### config.mk
export PLATFORM = sky130hd
export DESIGN_NAME = unified_mem_arbiter
export DESIGN_NICKNAME = d
export VERILOG_FILES = /design/src/rtl/unified_mem_arbiter.sv
export SDC_FILE = /design/constraint.sdc
export NUM_CORES = 1
export LEC_CHECK = 0
export ABC_AREA = 1
export BUFFER_PORTS_ARGS = -buffer_cell sky130_fd_sc_hd__buf_2
export CAP_MARGIN = 15
export CORE_ASPECT_RATIO = 0.8
export CORE_MARGIN = 3
export CORE_UTILIZATION = 40
export CTS_CLUSTER_SIZE = 30
export DETAILED_ROUTE_END_ITERATION = 10
export GPL_ROUTABILITY_DRIVEN = 0
export HOLD_SLACK_MARGIN = 0.03
export PLACE_DENSITY = 0.71
export SYNTH_ARGS = -nofsm -noshare
export SYNTH_HDL_FRONTEND = slang
export SYNTH_SLANG_ARGS = --single-unit
### constraint.sdc
create_clock -name clock -period 14.35 [get_ports clock]
set_input_delay 0.7175 -clock clock [delete_from_list [all_inputs] [get_ports clock]]
set_output_delay 0.7175 -clock clock [all_outputs]
set_load 0.02 [all_outputs]
### src/rtl/unified_mem_arbiter.sv
// rtl/unified_mem_arbiter.sv - arbiter sharing one single-port memory between fetch and data ports
//
// Serialises instruction-fetch (I) and load/store (D) accesses onto a single
// enable/ready memory port. One transaction at a time: IDLE -> ACCESS -> RESP.
//
// Optional feature macro: ARB_ROUND_ROBIN_EN
//   undefined : fixed priority, D wins over I when both request in IDLE
//   defined   : contested grants go to the port that did not win last time
//
// Ports:
//   clock, reset          rising-edge clock, asynchronous active-high reset
//   iReq/iAddr            fetch request (held until iReady) and address
//   iReady/iData          one-cycle completion pulse and fetched word (held)
//   dReq/dWrite/dAddr     data request, store flag, address
//   dWData/dWMask         store data and bit mask
//   dReady/dRData         one-cycle completion pulse and load data (0 for stores, held)
//   memEnable/memWrite    memory access in progress / write strobe
//   memAddr/memWData/memWMask  latched address, store data, store mask
//   memReady/memRData     memory completion and read data
//   busy                  high whenever the arbiter is not in IDLE
module unified_mem_arbiter #(
    parameter int AddrWidth = 32,
    parameter int DataWidth = 32
) (
    input  logic                 clock,
    input  logic                 reset,
    input  logic                 iReq,
    input  logic [AddrWidth-1:0] iAddr,
    output logic                 iReady,
    output logic [DataWidth-1:0] iData,
    input  logic                 dReq,
    input  logic                 dWrite,
    input  logic [AddrWidth-1:0] dAddr,
    input  logic [DataWidth-1:0] dWData,
    input  logic [DataWidth-1:0] dWMask,
    output logic                 dReady,
    output logic [DataWidth-1:0] dRData,
    output logic                 memEnable,
    output logic                 memWrite,
    output logic [AddrWidth-1:0] memAddr,
    output logic [DataWidth-1:0] memWData,
    output logic [DataWidth-1:0] memWMask,
    input  logic                 memReady,
    input  logic [DataWidth-1:0] memRData,
    output logic                 busy
);

    typedef enum logic [1:0] {
        IDLE   = 2'd0,
        ACCESS = 2'd1,
        RESP   = 2'd2
    } state_t;

    state_t               state_q, state_d;
    logic                 owner_q;      // 0 = I, 1 = D
    logic                 write_q;
    logic [AddrWidth-1:0] addr_q;
    logic [DataWidth-1:0] wdata_q;
    logic [DataWidth-1:0] wmask_q;
    logic [DataWidth-1:0] idata_q;
    logic [DataWidth-1:0] drdata_q;
    logic                 grant;        // winner in IDLE: 0 = I, 1 = D
    logic                 any_req;

`ifdef ARB_ROUND_ROBIN_EN
    logic                 last_owner_q;
`endif

    assign any_req = iReq | dReq;

    // Winner selection; only meaningful while in IDLE with any_req high.
    always_comb begin
`ifdef ARB_ROUND_ROBIN_EN
        if (iReq && dReq) begin
            grant = ~last_owner_q;
        end else begin
            grant = dReq;
        end
`else
        grant = dReq;
`endif
    end

    // FSM state register
    always_ff @(posedge clock or posedge reset) begin
        if (reset) begin
            state_q <= IDLE;
        end else begin
            state_q <= state_d;
        end
    end

    // FSM next state
    always_comb begin
        state_d = state_q;
        case (state_q)
            IDLE:    if (any_req)  state_d = ACCESS;
            ACCESS:  if (memReady) state_d = RESP;
            RESP:    state_d = IDLE;
            default: state_d = IDLE;
        endcase
    end

    // FSM outputs: all decoded from registers only, never from inputs
    always_comb begin
        busy      = 1'b0;
        memEnable = 1'b0;
        memWrite  = 1'b0;
        iReady    = 1'b0;
        dReady    = 1'b0;
        case (state_q)
            ACCESS: begin
                busy      = 1'b1;
                memEnable = 1'b1;
                memWrite  = write_q & owner_q;
            end
            RESP: begin
                busy   = 1'b1;
                iReady = ~owner_q;
                dReady = owner_q;
            end
            default: ;
        endcase
    end

    // Request latch and response data registers
    always_ff @(posedge clock or posedge reset) begin
        if (reset) begin
            owner_q  <= 1'b0;
            write_q  <= 1'b0;
            addr_q   <= '0;
            wdata_q  <= '0;
            wmask_q  <= '0;
            idata_q  <= '0;
            drdata_q <= '0;
`ifdef ARB_ROUND_ROBIN_EN
            last_owner_q <= 1'b0;
`endif
        end else begin
            if (state_q == IDLE && any_req) begin
                owner_q <= grant;
                write_q <= grant & dWrite;
                addr_q  <= grant ? dAddr  : iAddr;
                wdata_q <= grant ? dWData : '0;
                wmask_q <= grant ? dWMask : '0;
`ifdef ARB_ROUND_ROBIN_EN
                last_owner_q <= grant;
`endif
            end
            if (state_q == ACCESS && memReady) begin
                if (owner_q) begin
                    drdata_q <= write_q ? '0 : memRData;
                end else begin
                    idata_q <= memRData;
                end
            end
        end
    end

    assign memAddr  = addr_q;
    assign memWData = wdata_q;
    assign memWMask = wmask_q;
    assign iData    = idata_q;
    assign dRData   = drdata_q;

endmodule

==> results of run 1 <==
## cell usage after synthesis, drive strengths merged
cell type	number	area [sq um]
o21ai	163	827.1
dfrtp	164	4104
inv	73	274.0
ha	4	50.05
nor2	4	17.52
nand3	3	15.01
clkbuf	16	60.06
buf	34	192.7
nand2	365	1370
## worst reg2reg max path, cell delays in order, from the launching register on
cell and delay (ns):
dfrtp_1 0.40, inv_1 0.09, ha_1 0.26, o21ai_4 0.08
buf_4 0.67, o21ai_0 0.26
## cells by family (layout without fill, tap and decap cells)
group / after synthesis / in the layout
fa+ha+maj: 4 / 4
simple gates: 372 / 372
flops: 164 / 164
compound gates: 163 / 163
buf+inv: 123 / 442
## routing by layer
layer,track usage,up-vias
li1,-,3172
met1,0.2649,2751
met2,0.3133,241
met3,0.05738,13
met4,0.04953,0
met5,0,-
## placed cells by master (no fill, tap or decap), types with 3 or more instances in the layout
master      instances
buf_4               6
inv_1              72
buf_2             329
clkbuf_16          17
o21ai_0           112
clkinvlp_4          4
ha_1                4
nand2_1           365
o21ai_1            50
nor2_1              3
inv_6               4
dfrtp_1           164
## area by class of cell
cell class | count | area (sq um)
Clock inverter | 13 | 150.1
Timing Repair Buffer | 337 | 1732
Tap cell | 220 | 275.3
Sequential cell | 164 | 4104
Multi-Input combinational cell | 539 | 2290
Inverter | 73 | 279.0
Clock buffer | 19 | 432.9
Fill cell | 1588 | 7448
## power groups by stage
stage               logic (mW)  clock network [mW]  registers [mW]
floorplan                0.332                   0            1.06
global placement         0.917                   0           0.798
detailed placement       0.932                   0           0.799
CTS                      0.934               0.458           0.796
global route              1.02               0.481           0.823
finish                   0.923               0.446           0.797
## state kept, by name, indices dropped and copies added, names as in the netlist
register  count
dRData       32
iData        32
memAddr      32
memWData     32
memWMask     32
state_q       2
owner_q       1
write_q       1
## per-stage QoR
stage / hold slack (ns) / area, sq um / instances / utilization / worst slack [ns]
3_3_place_gp: 0.4593 / 8640 / 1331 / 0.5170 / 11.85
3_5_place_dp: 0.4597 / 8640 / 1331 / 0.5170 / 11.87
6_report: 0.4598 / 9263 / 1365 / 0.5543 / 12.18
4_1_cts: 0.4771 / 9223 / 1363 / 0.5519 / 12.04
5_1_grt: 0.4964 / 9263 / 1365 / 0.5543 / 12.05
2_1_floorplan: 0.4666 / 6910 / 826 / - / 9.199
## worst paths after layout
kind                            cells past startpoint                  endpoint  slack (ns)
worst min-delay path                                2  memWData[20]$_DFFE_PP0P_        0.46
max in group asynchronous                           3  memWData[27]$_DFFE_PP0P_       12.41
worst max register to register                      5   memWMask[0]$_DFFE_PP0P_       12.44
worst max-delay path                                5                  memWrite       12.18
min in group clock                                  2    memAddr[8]$_DFFE_PP0P_        0.47
worst min register to register                      2    memAddr[8]$_DFFE_PP0P_        0.47
==> flow_summary.json, run 1 <==
{
  "hold_viol": 0,
  "number_of_cell_rows": 42,
  "final_net_count": 1302,
  "cp.arrival_ns": 1.45,
  "setup.worst_path.end_class": "primary output",
  "dieArea_sq_um": 18900,
  "synthesis.area_sq_um": 6910,
  "drtPass1Iterations": 5,
  "comb_power_share": 0.426,
  "vias_per_cell": 4.525,
  "path_delay_family": "flip-flops",
  "wire_length_on_met3_mm": 1.333,
  "timing.critical_path.slowest_stage_cell": "dfrtp_1",
  "postCtsSetupBuffers": 0,
  "min_delay_worst_type": "in2async",
  "cts_repair_resize_count": 0,
  "drv_slew": 0,
  "synth.net_count": 996,
  "grt_first_pass_wirelength_mm": 29.44,
  "final.setup_skew_ns": 0.005509,
  "critPathBufInv": 2,
  "vdd_ir_drop_max_v": 0.00008999,
  "leakage_nw": 5.352,
  "h_tree_depth_reported_by_cts": 4,
  "power_density_nw_per_um2": 233.8,
  "reg_to_reg_start": "state_q[0]$_DFFE_PP0P_",
  "grt_overflow": 0,
  "worst_setup_hold_path_clk_slew_ns": 0.07,
  "net-switching-power_mw": 0.9369,
  "num_vias": 6177,
  "design.portCount": 331,
  "min_period_over_period": 0.1513,
  "clock_tree.buffer_depth": 2,
  "rsz0062_at_grt": "false",
  "outcome": "complete, no violations",
  "postCtsHoldBufs": 0,
  "synth.yosys.warnings": 0,
  "postSynthCellCount": 826,
  "critPathRequiredTime_ns": 13.63,
  "dieHeight_um": 123.6,
  "post_synth_mux_area_share": 0,
  "synth_top_family_by_area": "simple AND/OR/NAND/NOR gates",
  "synth.avg_cell_area_sq_um": 8.366,
  "worst_setup_path_category": "reg2out",
  "critical_path.startpoint": "state_q[1]$_DFFE_PP0P_",
  "number_of_buffers_created_by_cts": 17,
  "top_layer_used": "met4",
  "postSynthRegisterBits": 164,
  "antenna_left": 0,
  "cts_sink_cnt": 164,
  "synth_simple_gate_area_frac": 0.2030,
  "port-buffer-count": 330,
  "routedWlPerCell_um": 13.58,
  "maximum_number_of_pins_on_one_net_before_global_route_repair": 97,
  "dp.final_hpwl_mm": 13.32,
  "area_growth_syn_to_layout_pct": 34.04,
  "fin_tns_setup_ns": 0,
  "yosys.area_share.adder": 0.007242,
  "sw_frac_of_total": 0.4326,
  "synthDistinctLibCells": 13,
  "synth_xor_xnor_area_share": 0,
  "internal_power_mw": 1.229,
  "finalSetupViolCount": 0,
  "die_w_um": 153.0,
  "max-cap-violations": 0,
  "power.sequential.fraction": 0.368,
  "number_of_antenna_violations_at_the_first_check_in_global_routing": 0,
  "route.met2.wl_mm": 8.976,
  "worst_slew_pin_slew_ns": 1.067,
  "grt_pass1_vias": 5697,
  "finalWirelength_mm": 18.54,
  "clock_latency_ns": 0.42,
  "crit_path_max_incr_delay_ns": 0.40,
  "n_antenna_cell": 0,
  "synth-compound-area-share": 0.1197,
  "floorplan.initialDensity": 0.4135,
  "route.detailed.drc": 0,
  "track_usage": 0.1956,
  "timing.slew.headroom": 0.2876,
  "maximum_fanout_along_the_worst_path": 3,
  "fp.coreArea_sq_um": 16710,
  "metal1_wirelength_mm": 8.041,
  "ys_seq_area_frac": 0.5939,
  "fin_crit_ns": 2.171,
  "layout-drive-gt1-share": 0.3249,
  "drtIter0Drc": 497,
  "clock_power_share": 0.206,
  "totalPowerFinal_mw": 2.165,
  "clock_tree_from_tritoncts": "yes",
  "cts-root-buf": "clkbuf_16",
  "critical_path.cell_chain": "inv_1 > ha_1 > nand2_1 > nor2_1 > buf_2",
  "fmaxAchievable_ghz": 0.4607,
  "critPathLaunchType": "flop"
}
No activity file was read; power rests on OpenSTA's default activity.
==> run 2, diff against run 1 <==
- clock period: 14.35 -> 2.22 ns (I/O delays scaled with it)
==> run 2 against run 1 <==
  * Core utilization is 8.9 points higher
  * Routed wire length is 17% higher
  * Global-route usage is 2.9 points higher
  * Final area is 16% higher
  * First-iteration DRC count is 9.9% higher
  * Sequential power grew to 6.5 times the previous value
  * Via count is 15% higher
  * Die area stayed put
  * Sequential cell count stayed put
  * Power grew to 6.6 times the previous value
  * Sequential share of layout area is 6.1 points lower
  * Critical path type unchanged
  * Largest cell class unchanged
==> flow_summary.json, run 2 (synthesized netlist as in run 1, its figures left out) <==
{
  "dieHeight_um": 123.6,
  "layoutNonFillerInstCount": 1511,
  "port-buffer-count": 330,
  "setup.worst_path.end_class": "primary output",
  "drtPass1Iterations": 5,
  "dp.final_hpwl_mm": 13.69,
  "finalSetupViolCount": 0,
  "min_delay_worst_type": "in2reg",
  "floorplan.initialDensity": 0.4135,
  "die_w_um": 153.0,
  "number_of_cell_rows": 42,
  "hold_path_end": "memAddr[18]$_DFFE_PP0P_",
  "hold_path_depth": 5,
  "cts_sink_cnt": 164,
  "place_area_sq_um": 8756,
  "timing.slew.headroom": 0.6322,
  "dieArea_sq_um": 18900,
  "antenna_left": 0,
  "leakage_nw": 5.975,
  "outcome": "complete, no violations",
  "number_of_buffers_created_by_cts": 17,
  "drtIter0Drc": 546,
  "multiInputGateArea_sq_um": 2290,
  "number_of_antenna_violations_at_the_first_check_in_global_routing": 0,
  "num_vias": 7129,
  "layout_setup_ws_ns": 0.5940,
  "h_tree_depth_reported_by_cts": 4,
  "rsz0062_at_grt": "false",
  "r2r.worst_path.cells": 5,
  "dpl_worst_slack_ns": 0.6680,
  "area_growth_syn_to_layout_pct": 55.64,
  "maximum_fanout_along_the_worst_path": 3,
  "final_net_count": 1448,
  "track_usage": 0.2242,
  "metal1_wirelength_mm": 8.986,
  "route.detailed.drc": 0,
  "fin_crit_ns": 1.626,
  "worst_setup_hold_path_clk_slew_ns": 0.07,
  "critical_path.startpoint": "state_q[1]$_DFFE_PP0P_",
  "design.portCount": 331,
  "reg2reg_slack_ns": 0.64,
  "clock_tree_from_tritoncts": "yes",
  "grt_overflow": 0,
  "drv_slew": 0,
  "grt_pass1_vias": 6689,
  "fin_area_sq_um": 10760,
  "timing.critical_path.slowest_stage_cell": "dfrtp_1",
  "totalPowerFinal_mw": 14.28,
  "routedWlPerCell_um": 14.41,
  "clock_tree.buffer_depth": 2,
  "cp.arrival_ns": 1.52,
  "final.setup_skew_ns": 0.01015,
  "min_period_over_period": 0.7324,
  "max-cap-violations": 0,
  "layout-drive-gt1-share": 0.2905,
  "wire_length_on_met3_mm": 1.506,
  "postCtsSetupBuffers": 0,
  "top_layer_used": "met4",
  "commonest_cells_after_routing_fill_and_taps_aside": "nand2_1, buf_2, dfrtp_1",
  "critPathLaunchType": "flop",
  "n_antenna_cell": 0,
  "fin_tns_setup_ns": 0,
  "vdd_ir_drop_max_v": 0.0006503,
  "worst_setup_path_category": "reg2out",
  "vias_per_cell": 4.718,
  "fp.coreArea_sq_um": 16710,
  "maximum_number_of_pins_on_one_net_before_global_route_repair": 97,
  "cts-root-buf": "clkbuf_16",
  "rr_endpoint": "memWMask[2]$_DFFE_PP0P_",
  "finalWirelength_mm": 21.78,
  "register_area_sq_um": 4104,
  "route.met2.wl_mm": 10.59,
  "critPathRequiredTime_ns": 2.11,
  "grt_first_pass_wirelength_mm": 34.00,
  "crit_path_max_incr_delay_ns": 0.40,
  "worst_slew_pin_slew_ns": 0.5516,
  "timing.hold.worst.start": "iAddr[18]",
  "power_density_nw_per_um2": 1328,
  "fmaxAchievable_ghz": 0.6150,
  "clock_latency_ns": 0.42,
  "reg_to_reg_start": "state_q[0]$_DFFE_PP0P_",
  "layout_commonest_cell": "nand2_1",
  "placed_cells": 1335,
  "nFillCells": 1349,
  "critical_path.cell_chain": "inv_1 > ha_1 > nand2_1 > nor2_1 > buf_2",
  "hold_viol": 0
}
==> run 2: cell types whose count changed in the layout (fill, tap and decap cells not counted), moves of 2 or more <==
cell / change
clkinvlp_4: +2
buf_4: -3
bufinv_16: -2
dlygate4sd3_1: +144
buf_12: +5
inv_8: +2
==> run 2: layout make-up <==
type,instances,share of cell area
sequential,164,0.3816
timing repair buffer,483,0.3022
multi-input combinational,539,0.2129
clock buffer,19,0.04118
inverter,73,0.02583
tap,220,0.02559
clock inverter,13,0.01070
==> run 2: metal layers <==
layer | up-vias | track usage
li1 | 3467 | -
met5 | - | 0
met2 | 345 | 0.3671
met3 | 52 | 0.05318
met1 | 3265 | 0.2910
met4 | 0 | 0.09126
==> run 2: power breakdown <==
part / internal [mW] / total [mW] / switching, mW
Combinational: 2.11 / 6.35 / 4.24
Sequential: 4.39 / 5.17 / 0.780
Clock: 1.50 / 2.76 / 1.26
Total: 8.00 / 14.3 / 6.28
==> run 2: repair_timing <==
action | CTS | global route
gates resized for setup | 0 | 0
hold buffers | 144 | 0
hold endpoints to repair | 173 | 0
==> run 2: worst max-delay path: cells and delay by family (launching register included) <==
family	cells	cell delay [ns]
DFF	1	0.40
and+or+nand+nor	2	0.16
buffers and inverters	2	0.29
adders and majority gates	1	0.26
==> run 2: worst max-delay path by stage <==
| stage | to | cells past startpoint |
|---|---|---|
| floorplan | dRData[0]$_DFFE_PP0P_ | 1 |
| global placement | owner_q$_DFFE_PP0P_ | 6 |
| detailed placement | iData[25]$_DFFE_PP0P_ | 5 |
| CTS | memWrite | 5 |
| global route | memWrite | 5 |
| finish | memWrite | 5 |
==> run 2: stage by stage <==
stage	util	hold WS, ns
2_1_floorplan	-	0.2544
3_3_place_gp	0.5240	0.1541
3_5_place_dp	0.5240	0.1527
4_1_cts	0.6436	0.03277
5_1_grt	0.6436	0.06516
6_report	0.6436	0.04649
==> run 3, diff against run 2 <==
- ABC_AREA: 1 -> 0
- clock period: 2.22 -> 1.66 ns (I/O delays scaled with it)
==> run 3 against run 2 <==
  * Routed wire length is 7.6% higher
  * Synthesized cell count is 21% lower
  * Power is 45% higher
  * Synthesized area is 1.2% lower
  * Cell count is 9.8% lower
  * Sequential power is 37% higher
  * Clock skew is 0.0025 ns higher
  * Sequential cell count stayed put
  * Critical endpoint unchanged
  * Via count is 6.5% lower
  * Setup slack worse by 0.48 ns
  * Hold slack better by 0.034 ns
  * Critical path depth is 2 lower
==> flow_summary.json, run 3 <==
{
  "fmaxAchievable_ghz": 0.6487,
  "dp.final_hpwl_mm": 13.81,
  "setup.worst_path.end_class": "primary output",
  "utilization": 0.6553,
  "grt_first_pass_wirelength_mm": 36.10,
  "port-buffer-count": 330,
  "power_density_nw_per_um2": 1897,
  "floorplan.initialDensity": 0.4098,
  "hold_viol": 0,
  "finalWirelength_mm": 23.44,
  "worst_setup_path_category": "reg2out",
  "rr_endpoint": "memWData[0]$_DFFE_PP0P_",
  "synth_top_flop_cell": "dfrtp_1",
  "design.portCount": 331,
  "routedWlPerCell_um": 17.20,
  "synth.yosys.warnings": 0,
  "cp.arrival_ns": 1.46,
  "maximum_fanout_along_the_worst_path": 33,
  "cts_sink_cnt": 164,
  "reg2reg_slack_ns": 0.14,
  "leakage_nw": 5.810,
  "synth.top_cell.area_share": 0.6012,
  "place_area_sq_um": 8708,
  "synth.avg_cell_area_sq_um": 10.50,
  "synth_area_leader_cell": "dfrtp_1",
  "ys_top_cells_by_area": "dfrtp_1, nand2_1, mux2_2",
  "critPathRequiredTime_ns": 1.58,
  "final_net_count": 1299,
  "r2r.worst_path.cells": 6,
  "fp.coreArea_sq_um": 16660,
  "clock_tree.buffer_depth": 2,
  "postSynthCellCount": 650,
  "reg_to_reg_start": "state_q[0]$_DFFE_PP0P_",
  "num_vias": 6668,
  "final.setup_skew_ns": 0.01265,
  "commonest_cells_after_routing_fill_and_taps_aside": "buf_2, nand2_1, dfrtp_1",
  "fin_area_sq_um": 10920,
  "hold_path_depth": 3,
  "grt_pass1_vias": 6914,
  "register_area_sq_um": 4104,
  "worst_slew_pin_slew_ns": 0.5425,
  "totalPowerFinal_mw": 20.71,
  "ys_seq_area_frac": 0.6012,
  "drv_slew": 0,
  "track_usage": 0.2414,
  "route.detailed.drc": 0,
  "maximum_number_of_pins_on_one_net_before_global_route_repair": 98,
  "dpl_worst_slack_ns": 0.1482,
  "layout_setup_ws_ns": 0.1184,
  "clock_tree_from_tritoncts": "yes",
  "antenna_left": 0,
  "vdd_ir_drop_max_v": 0.0008680,
  "nFillCells": 1249,
  "critPathLaunchType": "flop",
  "grt_overflow": 0,
  "synthesis.area_sq_um": 6827,
  "synthDistinctLibCells": 25,
  "async_set_or_reset_flop_fraction_in_the_synthesized_netlist": 1.000,
  "drtIter0Drc": 330,
  "number_of_buffers_created_by_cts": 17,
  "fin_tns_setup_ns": 0,
  "min_period_over_period": 0.9287,
  "rsz0062_at_grt": "false",
  "dieHeight_um": 122.8,
  "number_of_antenna_violations_at_the_first_check_in_global_routing": 1,
  "hold_path_end": "state_q[0]$_DFFE_PP0P_",
  "area_growth_syn_to_layout_pct": 59.92,
  "min_delay_worst_type": "in2reg",
  "post_synth_edffs": 0,
  "timing.slew.headroom": 0.6384,
  "post_synth_most_frequent_cells": "nand2_1, dfrtp_1, nand3_1",
  "cts-root-buf": "clkbuf_16",
  "finalSetupViolCount": 0,
  "synth.net_count": 820,
  "clock_latency_ns": 0.42,
  "multiInputGateArea_sq_um": 2425,
  "layout-drive-gt1-share": 0.3625,
  "timing.hold.worst.start": "memReady",
  "fin_crit_ns": 1.542,
  "layout_commonest_cell": "buf_2",
  "number_of_cell_rows": 42,
  "dieArea_sq_um": 18680,
  "most_instantiated_library_cell_after_synthesis": "nand2_1",
  "outcome": "complete, no violations",
  "max-cap-violations": 0,
  "die_w_um": 152.1,
  "vias_per_cell": 4.892,
  "h_tree_depth_reported_by_cts": 4,
  "postSynthRegisterBits": 164,
  "drtPass1Iterations": 5,
  "worst_setup_hold_path_clk_slew_ns": 0.06
}
[run 3: cell count changes after synthesis, moves of 12 or more]
cell      before  now
buf_2         25    5
buf_6          0   12
inv_1         73    3
mux2_2         0   31
mux2i_1        0   32
nand2_1      365  197
nand2b_1       0   32
nand3_1        3   65
o21ai_0      112   32
o21ai_1       50   33
[run 3: repair_timing]
item	in CTS	in global routing
resized for setup	0	3
hold buffers	160	0
setup endpoints to repair	0	1
setup buffers	0	0
endpoints found under the hold margin	324	0
[run 3: layout make-up]
type                    count  area share
multi-input cells         438      0.2221
clock inverters            12     0.01307
well taps                 220     0.02521
repair buffers            505      0.3202
inverters                   3    0.001375
clock buffers              20     0.04183
flip-flops and latches    164      0.3759
diodes                      1   0.0002292
[run 3: metrics by stage]
step,hold WS [ns],std cells
2_1_floorplan,0.2147,650
3_3_place_gp,0.2472,1170
3_5_place_dp,0.2509,1170
4_1_cts,0.04004,1362
5_1_grt,0.08351,1363
6_report,0.08008,1363
[run 3: power breakdown]
part	total (mW)	switching (mW)	internal [mW]
Clock	4.02	1.70	2.32
Sequential	7.09	1.09	6.00
Combinational	9.60	6.15	3.45
[run 3: logic make-up (layout without fill, tap and decap cells)]
family / count (synthesis) / in the layout / synth area share
compound gates: 68 / 68 / 0.05187
mux: 65 / 65 / 0.1014
simple gates: 301 / 301 / 0.1939
other cells: 0 / 1 / 0
fa+ha+maj: 4 / 4 / 0.007332
flops: 164 / 164 / 0.6012
buf+inv: 48 / 540 / 0.04435
[run 3: critical path, cell delays in order, from the launching register on]
cell      delay [ns]
dfrtp_1         0.35
buf_4           0.29
and3_1          0.21
clkbuf_4        0.17
[run 3: how the worst max path moves through the flow]
stage                           startpoint               endpoint  slack (ns)  cells past startpoint
floorplan                            reset  dRData[0]$_DFFE_PP0P_       -0.51                      1
global placement    state_q[1]$_DFFE_PP0P_  iData[13]$_DFFE_PP0P_        0.21                      5
detailed placement  state_q[1]$_DFFE_PP0P_  iData[12]$_DFFE_PP0P_        0.15                      5
CTS                 state_q[1]$_DFFE_PP0P_               memWrite        0.07                      4
global route        state_q[0]$_DFFE_PP0P_                 iReady        0.02                      4
finish                 write_q$_DFFE_PP0P_               memWrite        0.12                      3
[run 3: routing by layer]
metal / vias up / GRT usage / wire length [um]
met4: 0 / 0.1314 / 1265
met1: 3116 / 0.2876 / 9223
met3: 89 / 0.06309 / 1481
li1: 3093 / - / -
met5: - / 0 / 0
met2: 370 / 0.4051 / 11470
